## config.mk

```make
export PLATFORM = sky130hd
export DESIGN_NAME = uart_tx_scheduler
export DESIGN_NICKNAME = d
export VERILOG_FILES = /design/src/rtl/uart_pkg.sv /design/src/rtl/uart_tx_scheduler_arbiter.sv /design/src/rtl/uart_tx_scheduler.sv
export SDC_FILE = /design/constraint.sdc
export NUM_CORES = 1
export LEC_CHECK = 0
export BUFFER_PORTS_ARGS = -buffer_cell sky130_fd_sc_hd__buf_2
export CORE_MARGIN = 2
export CORE_UTILIZATION = 55
export CTS_CLUSTER_SIZE = 28
export DETAILED_ROUTE_END_ITERATION = 8
export GPL_TIMING_DRIVEN = 1
export PLACE_DENSITY = 0.84
export SYNTH_ARGS = -nofsm -noshare
export SYNTH_HDL_FRONTEND = slang
export SYNTH_HIERARCHICAL = 1
export SYNTH_SLANG_ARGS = --single-unit
```

## constraint.sdc

```tcl
create_clock -name clk -period 4.46 [get_ports clk]
set_input_delay 0.669 -clock clk [delete_from_list [all_inputs] [get_ports clk]]
set_output_delay 0.669 -clock clk [all_outputs]
set_load 0.02 [all_outputs]
```

## src/rtl/uart_pkg.sv

```systemverilog
// Shared types and helpers for the UART transmit scheduler.
package uart_pkg;

   typedef enum logic [2:0] {
      ST_IDLE,
      ST_ARB,
      ST_LOAD,
      ST_TAG,
      ST_START,
      ST_WAIT_HI,
      ST_WAIT_LO,
      ST_GAP
   } state_t;

   localparam logic [3:0] UART_TAG_NIBBLE = 4'hA;

   function automatic int unsigned clog2(input int unsigned value);
      int unsigned r;
      r = 0;
      for (int unsigned v = value - 1; v > 0; v = v >> 1) begin
         r = r + 1;
      end
      return r;
   endfunction

endpackage

```

## src/rtl/uart_tx_scheduler_arbiter.sv

```systemverilog
// Combinational round-robin arbiter: first requester at or after ptr, wrapping.
module rr_arbiter
   import uart_pkg::*;
#(
   parameter  int unsigned NREQ = 4,
   localparam int unsigned IDW  = clog2(NREQ)
) (
   input  logic [NREQ-1:0] req,
   input  logic [IDW-1:0]  ptr,
   output logic [NREQ-1:0] grant,
   output logic [IDW-1:0]  idx,
   output logic            any
);

   logic [IDW-1:0] pos;

   always_comb begin
      grant = '0;
      idx   = '0;
      any   = 1'b0;
      pos   = '0;
      for (int unsigned k = 0; k < NREQ; k++) begin
         pos = IDW'((32'(ptr) + k) % NREQ);
         if (!any && req[pos]) begin
            any   = 1'b1;
            idx   = pos;
            grant = NREQ'(1) << pos;
         end
      end
   end

endmodule

```

## src/rtl/uart_tx_scheduler.sv

```systemverilog
// Round-robin scheduler sharing one UART transmitter among NREQ byte producers.
// Optional header byte per grant when UART_TX_SCHED_TAG_EN is defined.
module uart_tx_scheduler
   import uart_pkg::*;
#(
   parameter  int unsigned NREQ    = 4,
   parameter  int unsigned GAP_CYC = 2,
   parameter  int unsigned TMO_CYC = 16,
   localparam int unsigned IDW     = clog2(NREQ)
) (
   input  logic              clk,
   input  logic              rst,
   input  logic [NREQ-1:0]   req_valid,
   input  logic [8*NREQ-1:0] req_data,
   output logic [NREQ-1:0]   req_ready,
   output logic [7:0]        tx_data,
   output logic              tx_start,
   input  logic              tx_busy,
   output logic [IDW-1:0]    grant_id,
   output logic              active,
   output logic              tmo_err
);

   localparam int unsigned CNTW = clog2(TMO_CYC + GAP_CYC + 2) + 1;

   state_t          state, nxt;
   logic [IDW-1:0]  ptr;
   logic [CNTW-1:0] cnt;
   logic [NREQ-1:0] grant_oh;
   logic [NREQ-1:0] arb_grant;
   logic [IDW-1:0]  arb_idx;
   logic            arb_any;
   logic [7:0]      sel_byte;
   logic            timeout;
   logic            gap_done;
`ifdef UART_TX_SCHED_TAG_EN
   logic [7:0]      payload_q;
   logic            hdr_phase;
`endif

   rr_arbiter #(.NREQ(NREQ)) u_arb (
      .req   (req_valid),
      .ptr   (ptr),
      .grant (arb_grant),
      .idx   (arb_idx),
      .any   (arb_any)
   );

   assign sel_byte = 8'(req_data >> (8 * grant_id));
   // cnt numbers the no-busy cycles with the tx_start cycle as 1
   assign timeout  = !tx_busy && (cnt >= CNTW'(TMO_CYC));
   assign gap_done = cnt >= CNTW'(GAP_CYC);

   always_comb begin
      nxt       = state;
      req_ready = '0;
      tx_start  = 1'b0;
      case (state)
         ST_IDLE:    if (|req_valid && !tx_busy) nxt = ST_ARB;
         ST_ARB:     nxt = arb_any ? ST_LOAD : ST_IDLE;
         ST_LOAD: begin
            req_ready = grant_oh;
`ifdef UART_TX_SCHED_TAG_EN
            nxt = ST_TAG;
`else
            nxt = ST_START;
`endif
         end
         ST_TAG:     nxt = ST_START;
         ST_START: begin
            tx_start = 1'b1;
            nxt      = ST_WAIT_HI;
         end
         ST_WAIT_HI: begin
            if (tx_busy)      nxt = ST_WAIT_LO;
            else if (timeout) nxt = ST_GAP;
         end
         ST_WAIT_LO: begin
            if (!tx_busy) begin
               nxt = ST_GAP;
`ifdef UART_TX_SCHED_TAG_EN
               if (hdr_phase) nxt = ST_START;
`endif
            end
         end
         ST_GAP:     if (gap_done) nxt = ST_IDLE;
         default:    nxt = ST_IDLE;
      endcase
   end

   always_ff @(posedge clk) begin
      if (rst) begin
         state    <= ST_IDLE;
         ptr      <= '0;
         cnt      <= '0;
         grant_id <= '0;
         grant_oh <= '0;
         tx_data  <= '0;
         active   <= 1'b0;
         tmo_err  <= 1'b0;
`ifdef UART_TX_SCHED_TAG_EN
         payload_q <= '0;
         hdr_phase <= 1'b0;
`endif
      end else begin
         state <= nxt;
         case (nxt)
            ST_WAIT_HI: cnt <= (state == ST_START) ? CNTW'(2) : cnt + 1'b1;
            ST_GAP:     cnt <= (state == ST_GAP) ? cnt + 1'b1 : CNTW'(1);
            default:    cnt <= '0;
         endcase
         case (state)
            ST_ARB: begin
               if (arb_any) begin
                  grant_id <= arb_idx;
                  grant_oh <= arb_grant;
                  active   <= 1'b1;
                  ptr      <= (arb_idx == IDW'(NREQ - 1)) ? '0 : arb_idx + 1'b1;
               end
            end
`ifdef UART_TX_SCHED_TAG_EN
            ST_LOAD: payload_q <= sel_byte;
            ST_TAG: begin
               tx_data   <= {UART_TAG_NIBBLE, 1'b0, 3'(grant_id)};
               hdr_phase <= 1'b1;
            end
            // header timeout drops the payload as well
            ST_WAIT_HI: begin
               if (timeout) begin
                  tmo_err   <= 1'b1;
                  hdr_phase <= 1'b0;
               end
            end
            ST_WAIT_LO: begin
               if (!tx_busy && hdr_phase) begin
                  tx_data   <= payload_q;
                  hdr_phase <= 1'b0;
               end
            end
`else
            ST_LOAD:    tx_data <= sel_byte;
            ST_WAIT_HI: if (timeout) tmo_err <= 1'b1;
`endif
            ST_GAP:     if (gap_done) active <= 1'b0;
            default: ;
         endcase
      end
   end

endmodule

```

==> impl_metrics.json <==
{
  "status": "finished clean",
  "clock-root-buffer": "clkbuf_4",
  "syn_area_per_cell_um2": 8.38,
  "pwr-share-seq": 0.513,
  "syn_inst": 223,
  "post_cts_resized": 0,
  "ys.flop_type": "dfxtp_1",
  "insertion_delay_ns": 0.33,
  "place.gp.congestion": 0.808,
  "numPortBuffers": 55,
  "first_global_vias": 1563,
  "drv_slew": 0,
  "fin_total_pwr_uw": 541,
  "postRouteWirelength_mm": 4.01,
  "fp.dieW_um": 62.3,
  "ios": 56,
  "layout.nets": 312,
  "antenna_found_initial": 0,
  "use_met2": 0.352,
  "internal-power_uw": 362,
  "yosys_warnings": 6,
  "async_flop_share": 0,
  "fp-row-count": 21,
  "total_leakage_power_nw": 0.881,
  "setup_ws_ns": 1.83,
  "swShare": 0.331,
  "numCtsBuffers": 3,
  "grt_use_met1": 0.289,
  "switchingPower_uw": 179,
  "finalHoldViolCount": 0,
  "layout.cells.most_common": "buf_2",
  "synth_nets": 268,
  "htree_levels": 1,
  "fillers": 299,
  "dp_hpwl_mm": 3.00,
  "seq_area_frac_synth": 0.289,
  "gr-usage-met3": 0.0380,
  "rsz0062_at_grt": "no",
  "tns_ns": 0,
  "worst_pin_slew_ns": 0.726,
  "ys_ff_latch": 27,
  "insertedDiodeCount": 0,
  "crit_path_end_kind": "register",
  "critPathMaxFanout": 22,
  "start_kind": "register",
  "grt.total_usage": 0.211,
  "drtAntennaViolNets": 0,
  "combPwrFrac": 0.288,
  "grt_remaining_overflow": 0,
  "worstSetupPathType": "register to register",
  "pwr-share-clk": 0.199,
  "clock_path_buffers": 2,
  "grt_max_degree": 24,
  "via_per_inst": 5.74,
  "core_area_um2": 3310,
  "drc": 0,
  "synth_area_leaders": "dfxtp_1, mux4_2, nand2_1, a21oi_1, nor2_1",
  "cap_violations": 0,
  "synth_area_um2": 1870,
  "drive_gt1_frac": 0.305,
  "start_util": 0.565,
  "numClockSinks": 27,
  "post-place-ws_ns": 1.85,
  "dieArea_um2": 3880,
  "die_h_um": 62.3,
  "relSlewSlack": 0.515,
  "vdd_drop_max_mv": 0.177,
  "vias": 1791,
  "fin_util": 0.649,
  "synth_top_area_frac": 0.289,
  "power_density_nw_per_um2": 252,
  "final.min_clock_period_ns": 2.63,
  "hold_path_class": "register to register",
  "area_growth_pct": 14.9,
  "cts_hold_buffers": 0,
  "fmax_ghz": 0.380,
  "yosysTopAreaCell": "dfxtp_1",
  "clk_pin_slew_ns": 0.15,
  "period_share": 0.590,
  "critPathRequiredTime_ns": 4.68,
  "final_cell_mix": "buf_2, nand2_1, dfxtp_1",
  "ys_types": 48,
  "routedWlPerCell_um": 12.9,
  "drtIter0Drc": 148,
  "cp.arrival_ns": 2.85,
  "synth_edf_count": 0,
  "post_cts_buffers": 0,
  "top_usage_layer": "met2",
  "grt_first_pass_wirelength_mm": 6.78,
  "skew_ns": 0.00878,
  "setup_viol": 0,
  "dr.pass1.iters": 4,
  "cts_tree": "built"
}
power groups by stage:
stage                     logic [mW]  clock network [mW]  registers [mW]
final                          0.156               0.108           0.278
after global routing           0.173               0.117           0.282
after global placement         0.152                   0           0.282
after detailed placement       0.155                   0           0.283
after CTS                      0.156               0.111           0.278
after floorplan                0.127                   0           0.273
critical path: stages, from the launching register on:
cell and delay [ns]:
dfxtp_1 0.80, inv_1 0.18, ha_1 0.48, nand2_1 0.08, a21o_1 0.19, a221oi_1 0.36, ha_1 0.22, nor3_1 0.05
a21oi_1 0.12, nor2_1 0.05
stage by stage:
stage / hold WS (ns) / area (um^2) / std cells
detailed placement: 0.445 / 2120 / 308
CTS: 0.464 / 2150 / 312
finish: 0.462 / 2150 / 312
global route: 0.479 / 2150 / 312
floorplan: 0.432 / 1870 / 223
global placement: 0.440 / 2120 / 308
synthesized netlist by cell type (2+ instances only):
cell type,number
buf_2,3
ha_1,6
nand2b_1,4
o2bb2ai_1,4
a21o_2,2
a21oi_1,24
nand3_1,2
o21ai_0,5
nor2_1,25
and3b_1,2
a31o_2,2
a2111oi_0,2
and2_1,2
a221oi_1,5
clkbuf_1,9
buf_6,2
nor3b_1,3
nor3_2,2
nand2_1,39
dfxtp_1,27
nor3_1,6
and3_1,4
inv_1,4
xor2_1,2
a31oi_1,3
mux4_2,10
mux2i_1,3
state kept, by name, summed over array words and instances, names as in the netlist:
signal    flops
tmo_err       1
state         3
grant_id      2
cnt           6
tx_data       8
active        1
ptr           2
grant_oh      4
final timing paths:
check                           startpoint          to  slack [ns]  cells past startpoint
worst max-delay path                ptr[0]      ptr[0]        1.83                      9
worst min-delay path            tx_data[0]  tx_data[0]        0.46                      2
worst max register to register      ptr[0]      ptr[0]        1.83                      9
worst min register to register  tx_data[0]  tx_data[0]        0.46                      2
layer usage:
metal / share of wire / routed length (um) / vias to the layer above
li1: - / - / 899
met1: 0.44 / 1770 / 826
met2: 0.48 / 1920 / 64
met3: 0.076 / 304 / 2
met4: 0.0040 / 16 / 0
met5: 0 / 0 / -
area by class of cell:
type	count	area [um^2]	area share
well taps	46	57.6	0.0268
clock inverters	1	5.00	0.00233
repair buffers	55	275	0.128
flip-flops and latches	27	541	0.252
inverters	5	21.3	0.00991
multi-input cells	175	1220	0.571
clock buffers	3	22.5	0.0105
cells by family (layout without fill, tap and decap cells):
kind of cell    Yosys count  in the layout  share of synthesized area
simple gates             96             96                      0.261
flops                    27             27                      0.289
fa+ha+maj                 6              6                     0.0402
other cells               1              1                    0.00201
xor+xnor                  3              3                     0.0141
buf+inv                  21             64                     0.0556
compound gates           55             55                      0.195
mux                      14             14                      0.143
Note: power is estimated with default switching activity, not from simulation.
